--- src/rtl/serializador.sv ---
// Serializer: pops bytes from fila and shifts them out one bit per clk_10KHz cycle.
// Latency: first bit on serial_out right after the edge that sees len_in != 0 && ready_in.
// Backpressure: ready_in is sampled only between frames; a started frame always completes.
//
// Transmit side of the 1-bit serial link, mirror of the deserializer. Runs in
// the same 10 kHz domain as fila, so the dequeue handshake needs no CDC.
//
// Parameters:
//   DATA_W      payload width in bits (>= 2)
//   MSB_FIRST   1: bit DATA_W-1 goes first; 0: bit 0 goes first
//   GAP_CYCLES  idle cycles forced after each frame (1..15)
//
// Ports:
//   clk_10KHz    in   clock, rising edge
//   reset        in   asynchronous, active-high
//   len_in       in   fila occupancy, 0 = empty
//   data_in      in   fila head word, valid while len_in != 0
//   ready_in     in   sink can take a new frame
//   dequeue_out  out  one-cycle pop pulse to fila, coincides with the first bit
//   serial_out   out  serial data bit
//   write_out    out  high while serial_out carries a frame bit
//   busy_out     out  high whenever the FSM is not idle
//   frames_out   out  completed frame count, wraps 255 -> 0
//
// Build option: define SERIALIZADOR_PARITY_EN to append one even-parity bit
// (XOR of the payload) after the data bits, inside the write_out window.

module serializador #(
  parameter int DATA_W     = 8,
  parameter int MSB_FIRST  = 1,
  parameter int GAP_CYCLES = 1
) (
  input  logic              clk_10KHz,
  input  logic              reset,
  input  logic [7:0]        len_in,
  input  logic [DATA_W-1:0] data_in,
  input  logic              ready_in,
  output logic              dequeue_out,
  output logic              serial_out,
  output logic              write_out,
  output logic              busy_out,
  output logic [7:0]        frames_out
);

  localparam int              CNT_W    = $clog2(DATA_W + 1);
  localparam logic [CNT_W-1:0] LAST_BIT = CNT_W'(DATA_W);
  localparam logic [3:0]       GAP_LAST = 4'(GAP_CYCLES);

`ifdef SERIALIZADOR_PARITY_EN
  typedef enum logic [1:0] {IDLE = 2'd0, SHIFT = 2'd1, PARITY = 2'd2, GAP = 2'd3} state_t;
`else
  typedef enum logic [1:0] {IDLE = 2'd0, SHIFT = 2'd1, GAP = 2'd3} state_t;
`endif

  // The bit currently on the wire is kept at the head of shreg; advancing
  // drops it and brings the next one to the head.
  function automatic logic head_bit(input logic [DATA_W-1:0] w);
    if (MSB_FIRST != 0) return w[DATA_W-1];
    else                return w[0];
  endfunction

  function automatic logic [DATA_W-1:0] advance(input logic [DATA_W-1:0] w);
    if (MSB_FIRST != 0) return {w[DATA_W-2:0], 1'b0};
    else                return {1'b0, w[DATA_W-1:1]};
  endfunction

  state_t            state_q, state_d;
  logic [DATA_W-1:0] shreg_q, shreg_d;
  logic [CNT_W-1:0]  bit_cnt_q, bit_cnt_d;
  logic [3:0]        gap_cnt_q, gap_cnt_d;
  logic [7:0]        frames_d;
  logic              deq_d, ser_d, wr_d, busy_d;
`ifdef SERIALIZADOR_PARITY_EN
  // Parity is taken from the word as loaded, since shreg is consumed while shifting.
  logic              par_q, par_d;
`endif
  logic              start, load, to_gap;

  always_comb begin
    state_d   = state_q;
    shreg_d   = shreg_q;
    bit_cnt_d = bit_cnt_q;
    gap_cnt_d = gap_cnt_q;
    frames_d  = frames_out;
    deq_d     = 1'b0;
    ser_d     = 1'b0;
    wr_d      = 1'b0;
`ifdef SERIALIZADOR_PARITY_EN
    par_d     = par_q;
`endif
    start     = (len_in != 8'd0) && ready_in;
    load      = 1'b0;
    to_gap    = 1'b0;

    case (state_q)
      IDLE: begin
        load = start;
      end
      SHIFT: begin
        if (bit_cnt_q == LAST_BIT) begin
`ifdef SERIALIZADOR_PARITY_EN
          state_d = PARITY;
          ser_d   = par_q;
          wr_d    = 1'b1;
`else
          to_gap  = 1'b1;
`endif
        end else begin
          shreg_d   = advance(shreg_q);
          ser_d     = head_bit(advance(shreg_q));
          wr_d      = 1'b1;
          bit_cnt_d = bit_cnt_q + CNT_W'(1);
        end
      end
`ifdef SERIALIZADOR_PARITY_EN
      PARITY: begin
        to_gap = 1'b1;
      end
`endif
      GAP: begin
        // The last gap cycle doubles as the idle decision, so a non-empty
        // fila gets back-to-back frames with exactly GAP_CYCLES between them.
        if (gap_cnt_q == GAP_LAST) begin
          load = start;
          if (!start) state_d = IDLE;
        end else begin
          gap_cnt_d = gap_cnt_q + 4'd1;
        end
      end
      default: begin
        state_d = IDLE;
      end
    endcase

    if (to_gap) begin
      state_d   = GAP;
      gap_cnt_d = 4'd1;
      frames_d  = frames_out + 8'd1;
    end

    if (load) begin
      state_d   = SHIFT;
      shreg_d   = data_in;
      ser_d     = head_bit(data_in);
      wr_d      = 1'b1;
      deq_d     = 1'b1;
      bit_cnt_d = CNT_W'(1);
`ifdef SERIALIZADOR_PARITY_EN
      par_d     = ^data_in;
`endif
    end

    busy_d = (state_d != IDLE);
  end

  always_ff @(posedge clk_10KHz or posedge reset) begin
    if (reset) begin
      state_q     <= IDLE;
      shreg_q     <= '0;
      bit_cnt_q   <= '0;
      gap_cnt_q   <= '0;
`ifdef SERIALIZADOR_PARITY_EN
      par_q       <= 1'b0;
`endif
      dequeue_out <= 1'b0;
      serial_out  <= 1'b0;
      write_out   <= 1'b0;
      busy_out    <= 1'b0;
      frames_out  <= 8'd0;
    end else begin
      state_q     <= state_d;
      shreg_q     <= shreg_d;
      bit_cnt_q   <= bit_cnt_d;
      gap_cnt_q   <= gap_cnt_d;
`ifdef SERIALIZADOR_PARITY_EN
      par_q       <= par_d;
`endif
      dequeue_out <= deq_d;
      serial_out  <= ser_d;
      write_out   <= wr_d;
      busy_out    <= busy_d;
      frames_out  <= frames_d;
    end
  end

endmodule

--- config.mk ---
export PLATFORM = sky130hd
export DESIGN_NAME = serializador
export DESIGN_NICKNAME = d
export VERILOG_FILES = /design/src/rtl/serializador.sv
export SDC_FILE = /design/constraint.sdc
export NUM_CORES = 1
export LEC_CHECK = 0
export CAP_MARGIN = 20
export CORE_ASPECT_RATIO = 0.9
export CORE_MARGIN = 2
export CORE_UTILIZATION = 54
export CTS_CLUSTER_SIZE = 16
export DETAILED_ROUTE_END_ITERATION = 10
export HOLD_SLACK_MARGIN = 0.05
export PLACE_DENSITY = 0.9
export SLEW_MARGIN = 20
export SYNTH_ARGS = -nofsm -noshare
export SYNTH_HDL_FRONTEND = slang
export SYNTH_SLANG_ARGS = --single-unit
--- constraint.sdc ---
create_clock -name clk_10KHz -period 6.25 [get_ports clk_10KHz]
set_input_delay 1.5625 -clock clk_10KHz [delete_from_list [all_inputs] [get_ports clk_10KHz]]
set_output_delay 1.5625 -clock clk_10KHz [all_outputs]
set_load 0.1 [all_outputs]
==> flow_summary_export.csv, run 1 <==
group,metric,value,unit
power_and_ir_drop,irDropWorstVdd,0.234,mV
detailed_routing,num_vias,1046,
timing,max_freq,289,MHz
grt,grt_remaining_overflow,0,
setup_path,reg2reg_depth,7,
setup_path,slowest_delay,1.15,ns
cts,cts_tree,"done",
detailed_routing,vias_per_cell,5.39,
logic_synthesis,synthArstFlopShare,1.00,
detailed_routing,ant_nets,0,
logic_synthesis,seq_area_frac_synth,0.485,
floorplanning,ios,31,
setup_path,startpoint_type,"register",
finish,areaGrowthSynthToFinish,24.2,%
logic_synthesis,synth_top_area_share,0.485,
grt,antenna_found_initial,0,
logic_synthesis,synthMostInstantiatedCell,"dfrtp_1",
logic_synthesis,synth_nets,157,
timing,grt_setup_unrepaired,"false",
finish,nFillCells,205,
logic_synthesis,synth-edff-count,0,
detailed_routing,drt_pass1_iterations,5,
placement,dp_hpwl,1990,µm
grt,grt_max_degree,30,
power_and_ir_drop,p_total,0.000886,W
timing,fin_skew,0.00536,ns
setup_path,cp_top_family,"buffers and inverters",
power_and_ir_drop,p_leak,0.882,nW
timing,finalMaxSlewViolations,0,
detailed_routing,drt_iter0_markers,32,
finish,seqCellArea,726,µm²
placement,port_buffers,30,
cts,cts_setup_buffers,0,
setup_path,critPathKind,"register to output port",
setup_path,endpoint,"frames_out[3]",
timing,fin_crit,3.46,ns
setup_path,r2r_start,"bit_cnt_q[0]$_DFFE_PP0P_",
logic_synthesis,synth_flop_cell,"dfrtp_1",
cts,root_buffer,"clkbuf_4",
setup_path,cp.depth,1,
timing,hold_ws,0.487,ns
placement,place.gp.congestion,0.809,
setup_path,r2r-end,"shreg_q[6]$_DFFE_PP0P_",
cts,clk_pin_slew,0.09,ns
timing,hold_viol_final,0,
setup_path,rrSetupSlack,4.14,ns
grt,grt_pass1_wl,4350,µm
cts,worstSkewPairLatency,0.33,ns
cts,cts_made_buffers,5,
logic_synthesis,netlist_top_cells_count,"29 x dfrtp_1, 11 x inv_1, 9 x ha_1",
floorplanning,start_util,0.558,
power_and_ir_drop,p_per_area,477,mW/mm²
logic_synthesis,syn_area_per_cell,11.6,µm²
setup_path,critPathRequiredTime,4.69,ns
logic_synthesis,ys_top_cells_by_area,"dfrtp_1 48%, ha_1 7.5%, mux2_2 6.0%",
cts,htreeDepth,2,
setup_path,startpoint,"frames_out[3]$_DFFE_PP0P_",
timing,tns,0,ns
cts,holdBufCountCts,0,
grt,grt_pass1_vias,1038,
min_path,hold_class,"register to register",
detailed_routing,wl,2600,µm
grt,grt_usage,0.190,
detailed_routing,drc,0,
finish,multiInputGateArea,692,µm²
logic_synthesis,yosys.area.top_type,"dfrtp_1",
floorplanning,die_area,0.00321,mm²
floorplanning,design.core.area,0.00268,mm²
cts,clockBufferDepth,2,
flow_run,max-cap-violations,0,
timing,fin_crit_sh,0.554,
logic_synthesis,post_synth_inst_count,129,
finish,antenna_cells,0,
logic_synthesis,synth_cell_type_count,35,
finish,drive_above_1_share,0.171,
timing,max-slew-margin-rel,0.355,
setup_path,cp.arrival,1.90,ns
floorplanning,die_x,59.5,µm
outcome,outcome,"finished, final reports clean",
logic_synthesis,yosysWarnings,0,
floorplanning,core.rowCount,18,
timing,setup_viol,0,
floorplanning,dieHeight,53.9,µm
setup_path,cp_cell_sequence,"clkdlybuf4s50_1",
cts,cts_resized,0,
setup_path,cp_max_fo,5,
timing,tightest_slew,0.965,ns
setup_path,crit_buf_inv,1,
logic_synthesis,ys_ff_latch,29,
logic_synthesis,syn_area,0.00150,mm²
setup_path,end_kind,"output port",
finish,nNetsFinal,191,
detailed_routing,wl_per_cell,13.4,µm
setup_path,slowest_stage,"clkdlybuf4s50_1",
cts,cts.sinks,29,
## layout by cell type (no fill, tap or decap), types with 2 or more instances in the layout
cell / n
clkinv_2: 2
nor2_1: 7
inv_2: 2
mux2_4: 6
mux2_2: 8
nand3_1: 3
and3_1: 2
o21ai_0: 3
clkbuf_4: 5
ha_1: 9
mux2i_1: 2
a21oi_1: 6
nand4_1: 3
xnor2_1: 6
inv_1: 10
clkdlybuf4s50_1: 30
dfrtp_1: 29
xor2_1: 6
nand2_1: 8
## final cells by class
class                      instances  area share
sequential                        29       0.390
multi-input combinational         84       0.372
timing repair buffer              31       0.166
clock buffer                       6      0.0222
tap                               30      0.0202
inverter                          12      0.0242
clock inverter                     2     0.00538
## power breakdown
| part | switching (W) | total (W) | internal [W] |
|---|---|---|---|
| Combinational | 0.000281 | 0.000473 | 0.000192 |
| Clock | 0.0000643 | 0.000107 | 0.0000427 |
| Sequential | 0.0000508 | 0.000306 | 0.000256 |
| Total | 0.000396 | 0.000886 | 0.000490 |
## metrics by stage
step	utilization	worst slack [ns]	instance area, µm²	cells
floorplan	-	3.30	1500	129
global placement	0.675	2.85	1810	186
detailed placement	0.675	2.81	1810	186
CTS	0.694	2.77	1860	194
global route	0.694	2.70	1860	194
finish	0.694	2.79	1860	194
## worst min-delay path by stage
stage	slack [ns]	start	cells past startpoint	to
floorplan	0.50	shreg_q[0]$_DFFE_PP0P_	2	shreg_q[0]$_DFFE_PP0P_
global placement	0.46	frames_out[7]$_DFFE_PP0P_	1	frames_out[7]$_DFFE_PP0P_
detailed placement	0.49	frames_out[6]$_DFFE_PP0P_	1	frames_out[6]$_DFFE_PP0P_
CTS	0.50	frames_out[7]$_DFFE_PP0P_	1	frames_out[7]$_DFFE_PP0P_
global route	0.52	frames_out[7]$_DFFE_PP0P_	1	frames_out[7]$_DFFE_PP0P_
finish	0.49	frames_out[7]$_DFFE_PP0P_	1	frames_out[7]$_DFFE_PP0P_
## state kept, by name, indices dropped and copies added (netlist names)
register and flops:
bit_cnt_q 4, gap_cnt_q 4, dequeue_out 1, busy_out 1, serial_out 1, state_q 2
frames_out 8, shreg_q 7, write_out 1
## routing by layer
layer  vias up  wire length (µm)  global-route usage
met1       504              1130               0.219
li1        511                 -                   -
met3         4               135              0.0721
met5         -                 0                   0
met4         0                27              0.0593
met2        27              1300               0.330
## kinds of logic (layout without fill, tap and decap cells)
group,Yosys count,count (layout),synth area share
xor+xnor,12,12,0.0702
simple gates,31,31,0.115
compound gates,16,16,0.0677
fa+ha+maj,9,9,0.0753
buf+inv,16,51,0.0527
flops,29,29,0.485
mux,16,16,0.134
Power figures use the tool's default switching activity.
==> run 2: changes to the inputs <==
CORE_UTILIZATION = 45   (was 54)
PLACE_DENSITY = 0.8   (was 0.9)
clock period = 2.9 ns   (was 6.25 ns; I/O delays follow)
==> flow_summary_export.csv, run 2 (same netlist as run 1, synthesis figures left out) <==
group,metric,value,unit
setup_path,cp_max_fo,12,
setup_path,crit_buf_inv,1,
cts,htreeDepth,2,
min_path,min_to,"frames_out[7]$_DFFE_PP0P_",
timing,max-slew-margin-rel,0.716,
placement,place.gp.congestion,0.756,
timing,fin_crit,2.33,ns
setup_path,reg2reg_depth,6,
finish,areaGrowthSynthToFinish,27.1,%
power_and_ir_drop,p_total,0.00202,W
finish,seqCellArea,726,µm²
flow_run,max-cap-violations,0,
cts,cts_tree,"done",
detailed_routing,wl_per_cell,12.5,µm
floorplanning,ios,31,
setup_path,rrSetupSlack,0.86,ns
setup_path,cp_top_family,"simple AND/OR/NAND/NOR gates",
placement,port_buffers,30,
timing,fin_crit_sh,0.802,
min_path,hold_class,"register to register",
grt,grt_remaining_overflow,0,
cts,holdBufCountCts,0,
setup_path,critPathKind,"input pin to register",
timing,finalMaxSlewViolations,0,
detailed_routing,drt_pass1_iterations,4,
cts,cts.sinks,29,
min_path,min_path_cells,1,
setup_path,cp.arrival,2.48,ns
floorplanning,die_area,0.00380,mm²
floorplanning,design.core.area,0.00311,mm²
floorplanning,dieHeight,58.7,µm
setup_path,startpoint_type,"input pin",
timing,setup_viol,0,
grt,grt_usage,0.157,
finish,nFillCells,245,
floorplanning,core.rowCount,19,
setup_path,r2r-end,"frames_out[7]$_DFFE_PP0P_",
power_and_ir_drop,irDropWorstVdd,0.500,mV
setup_path,slowest_delay,0.53,ns
detailed_routing,vias_per_cell,4.96,
detailed_routing,wl,2590,µm
power_and_ir_drop,p_leak,0.930,nW
detailed_routing,ant_nets,0,
finish,drive_above_1_share,0.248,
setup_path,end_kind,"register",
floorplanning,start_util,0.481,
setup_path,slowest_stage,"or4_4",
setup_path,critPathRequiredTime,3.05,ns
timing,grt_setup_unrepaired,"false",
finish,final_common_cell,"dfrtp_1",
setup_path,cp_cell_sequence,"clkdlybuf4s50_1, or4_4, o21ai_2, or3_4, mux2_2",
placement,dp_hpwl,2030,µm
timing,tns,0,ns
setup_path,r2r_start,"state_q[1]$_DFF_PP0_",
timing,max_freq,430,MHz
grt,grt_pass1_wl,4540,µm
grt,grt_pass1_vias,1024,
detailed_routing,num_vias,1027,
cts,clockBufferDepth,2,
finish,largest_reg_flops,8,
cts,clk_pin_slew,0.06,ns
finish,nNetsFinal,192,
cts,cts_made_buffers,5,
timing,fin_skew,0.00438,ns
min_path,hp-start,"frames_out[7]$_DFFE_PP0P_",
cts,cts_setup_buffers,0,
outcome,outcome,"finished, final reports clean",
finish,multiInputGateArea,692,µm²
floorplanning,die_x,64.8,µm
cts,root_buffer,"clkbuf_8",
finish,final_cell_mix,"29 x dfrtp_1, 18 x clkdlybuf4s50_1, 14 x buf_4",
cts,worstSkewPairLatency,0.27,ns
finish,antenna_cells,0,
detailed_routing,drt_iter0_markers,34,
finish,top_register,"frames_out",
finish,top_regs,"frames_out x8, shreg_q x7",
grt,antenna_found_initial,0,
cts,cts_resized,0,
timing,hold_viol_final,0,
detailed_routing,drc,0,
timing,tightest_slew,0.426,ns
power_and_ir_drop,p_per_area,1060,mW/mm²
grt,grt_max_degree,30,
## run 2: changes by cell type in the layout (fill, tap and decap cells not counted), sizes merged
cell,before,now
clkbuf,6,7
clkinv,2,1
clkdlybuf4s50,30,18
buf,1,14
## run 2: worst reg2reg max path, cell delays in order (launching register included)
cell	delay, ns
dfrtp_1	0.45
inv_1	0.11
ha_1	0.29
and4b_1	0.50
and4_1	0.32
nand3_1	0.11
xnor2_1	0.14
## run 2: power breakdown
| group | leakage (nW) | switching [W] | internal, W |
|---|---|---|---|
| Clock | 0.0542 | 0.000141 | 0.000214 |
| Sequential | 0.373 | 0.000113 | 0.000553 |
| Combinational | 0.502 | 0.000603 | 0.000400 |
## run 2: worst max path at each step
stage	depth (start not counted)	to	slack (ns)	startpoint
after global routing	5	shreg_q[6]$_DFFE_PP0P_	0.52	len_in[5]
after CTS	5	shreg_q[6]$_DFFE_PP0P_	0.58	len_in[5]
after floorplan	5	serial_out$_DFF_PP0_	0.79	len_in[5]
after global placement	5	shreg_q[6]$_DFFE_PP0P_	0.33	len_in[5]
final	5	shreg_q[6]$_DFFE_PP0P_	0.57	len_in[5]
after detailed placement	5	shreg_q[6]$_DFFE_PP0P_	0.29	len_in[5]
## run 2: metal layers
metal / part of all wire / global-route usage / up-vias
met2: 0.47 / 0.253 / 32
met5: 0 / 0 / -
met4: 0.022 / 0.0760 / 0
li1: - / - / 506
met1: 0.45 / 0.198 / 483
met3: 0.056 / 0.0421 / 6
## run 2: area by class of cell
cell class | count | share of cell area
clock inverter | 1 | 0.00263
clock buffer | 7 | 0.0507
multi-input combinational | 84 | 0.364
timing repair buffer | 32 | 0.150
tap | 42 | 0.0276
inverter | 12 | 0.0237
sequential | 29 | 0.382
## run 2: through the flow
stage               hold slack, ns  setup WS [ns]  instances  cell area [µm²]  utilization
floorplan                    0.500          0.786        129             1500            -
global placement             0.465          0.326        199             1800        0.578
detailed placement           0.484          0.293        199             1800        0.578
CTS                          0.496          0.580        207             1900        0.611
global route                 0.513          0.519        207             1900        0.611
finish                       0.485          0.575        207             1900        0.611
==> run 3: changes to the inputs <==
clock period = 2.1 ns   (was 2.9 ns; I/O delays follow)
==> flow_summary_export.csv, run 3 (same netlist as run 1, synthesis figures left out) <==
group,metric,value,unit
power_and_ir_drop,p_total,0.00282,W
cts,cts_made_buffers,5,
finish,final_common_cell,"dfrtp_1",
floorplanning,die_area,0.00380,mm²
grt,grt_max_degree,30,
finish,final_area,0.00195,mm²
cts,worstSkewPairLatency,0.28,ns
floorplanning,design.core.area,0.00311,mm²
floorplanning,dieHeight,58.7,µm
placement,dp_hpwl,2020,µm
setup_path,cp_max_fo,5,
detailed_routing,num_vias,1096,
grt,antenna_found_initial,0,
finish,antenna_cells,0,
grt,grt_pass1_wl,4820,µm
min_path,min_to,"frames_out[7]$_DFFE_PP0P_",
floorplanning,core.rowCount,19,
floorplanning,ios,31,
setup_path,reg2reg_depth,4,
finish,top_register,"frames_out",
grt,grt_usage,0.170,
setup_path,r2r_start,"state_q[1]$_DFF_PP0_",
finish,multiInputGateArea,699,µm²
cts,clockBufferDepth,2,
detailed_routing,ant_nets,0,
finish,largest_reg_flops,8,
flow_run,max-cap-violations,0,
timing,tightest_slew,0.361,ns
detailed_routing,drt_iter0_markers,57,
finish,final_util,0.625,
timing,fin_skew,0.00475,ns
min_path,hp-start,"frames_out[7]$_DFFE_PP0P_",
detailed_routing,wl_per_cell,13.2,µm
setup_path,rrSetupSlack,0.19,ns
grt,grt_pass1_vias,1130,
finish,top_regs,"frames_out x8, shreg_q x7",
floorplanning,start_util,0.481,
detailed_routing,wl,2800,µm
min_path,min_path_cells,1,
finish,nNetsFinal,197,
timing,max_freq,485,MHz
power_and_ir_drop,p_leak,0.948,nW
detailed_routing,drt_pass1_iterations,4,
timing,finalMaxSlewViolations,0,
timing,fin_crit,2.06,ns
min_path,hold_class,"register to register",
cts,root_buffer,"clkbuf_8",
cts,htreeDepth,2,
detailed_routing,drc,0,
setup_path,startpoint_type,"input pin",
placement,place_area,0.00186,mm²
detailed_routing,vias_per_cell,5.17,
timing,fin_crit_sh,0.981,
finish,final_cell_mix,"29 x dfrtp_1, 18 x clkdlybuf4s50_1, 16 x buf_4",
setup_path,r2r-end,"serial_out$_DFF_PP0_",
placement,port_buffers,30,
finish,seqCellArea,726,µm²
grt,grt_remaining_overflow,0,
timing,hold_viol_final,0,
timing,hold_ws,0.491,ns
finish,drive_above_1_share,0.265,
cts,clk_pin_slew,0.06,ns
cts,cts.sinks,29,
timing,setup_viol,0,
placement,place.gp.congestion,0.813,
finish,nFillCells,245,
outcome,outcome,"finished, final reports clean",
placement,placed_cells,203,
floorplanning,die_x,64.8,µm
timing,max-slew-margin-rel,0.760,
setup_path,critPathKind,"input pin to register",
setup_path,cp.arrival,2.22,ns
power_and_ir_drop,irDropWorstVdd,0.590,mV
cts,cts_tree,"done",
setup_path,end_kind,"register",
finish,areaGrowthSynthToFinish,30.0,%
finish,final_cells,212,
setup_path,critPathRequiredTime,2.26,ns
power_and_ir_drop,p_per_area,1450,mW/mm²
[run 3: changes by cell type in the layout (fill, tap and decap cells not counted), sizes merged]
cell / before / now
buf: 14 / 18
clkbuf: 7 / 6
clkinv: 1 / 2
or3: 2 / 3
[run 3: cell type report]
type	instances	share of cell area
inverter	12	0.0232
clock buffer	6	0.0373
multi-input combinational	85	0.359
tap	42	0.0270
clock inverter	2	0.00514
timing repair buffer	36	0.175
sequential	29	0.373
[run 3: worst max-delay path: stages]
cell and delay, ns:
clkdlybuf4s50_1 0.40, or4_4 0.53, o21ai_2 0.21, or3_4 0.21
mux2_2 0.34
[run 3: worst max-delay path by stage]
| stage | end | cells after the start | slack, ns | from |
|---|---|---|---|---|
| 6_report | shreg_q[6]$_DFFE_PP0P_ | 5 | 0.04 | len_in[5] |
| 5_1_grt | shreg_q[6]$_DFFE_PP0P_ | 5 | -0.01 | len_in[5] |
| 4_1_cts | shreg_q[6]$_DFFE_PP0P_ | 5 | 0.04 | len_in[5] |
| 3_5_place_dp | shreg_q[6]$_DFFE_PP0P_ | 5 | -0.27 | len_in[5] |
| 3_3_place_gp | shreg_q[6]$_DFFE_PP0P_ | 5 | -0.22 | len_in[5] |
| 2_1_floorplan | shreg_q[1]$_DFFE_PP0P_ | 7 | 0.14 | bit_cnt_q[0]$_DFFE_PP0P_ |
[run 3: report_power, final]
part,internal [W],switching [W],leakage [nW]
Sequential,0.000763,0.000159,0.373
Combinational,0.000602,0.000854,0.530
Clock,0.000229,0.000213,0.0450
[run 3: through the flow]
step	setup WS, ns	setup TNS (ns)
2_1_floorplan	0.145	0
3_5_place_dp	-0.269	-3.03
6_report	0.0398	0
3_3_place_gp	-0.220	-2.40
4_1_cts	0.0363	0
5_1_grt	-0.00998	-0.00998
[run 3: metal layers]
layer,vias to the layer above,track usage,part of all wire
met3,4,0.0650,0.059
met2,32,0.293,0.50
met1,536,0.189,0.44
met4,0,0.0729,0.0075
met5,-,0,0
li1,524,-,-
[run 3: repair_timing]
item | CTS | global route
hold buffers | 0 | 0
setup endpoints to repair | 0 | 1
hold endpoints to repair | 0 | 0
setup buffers | 0 | 0
gates resized for setup | 0 | 0
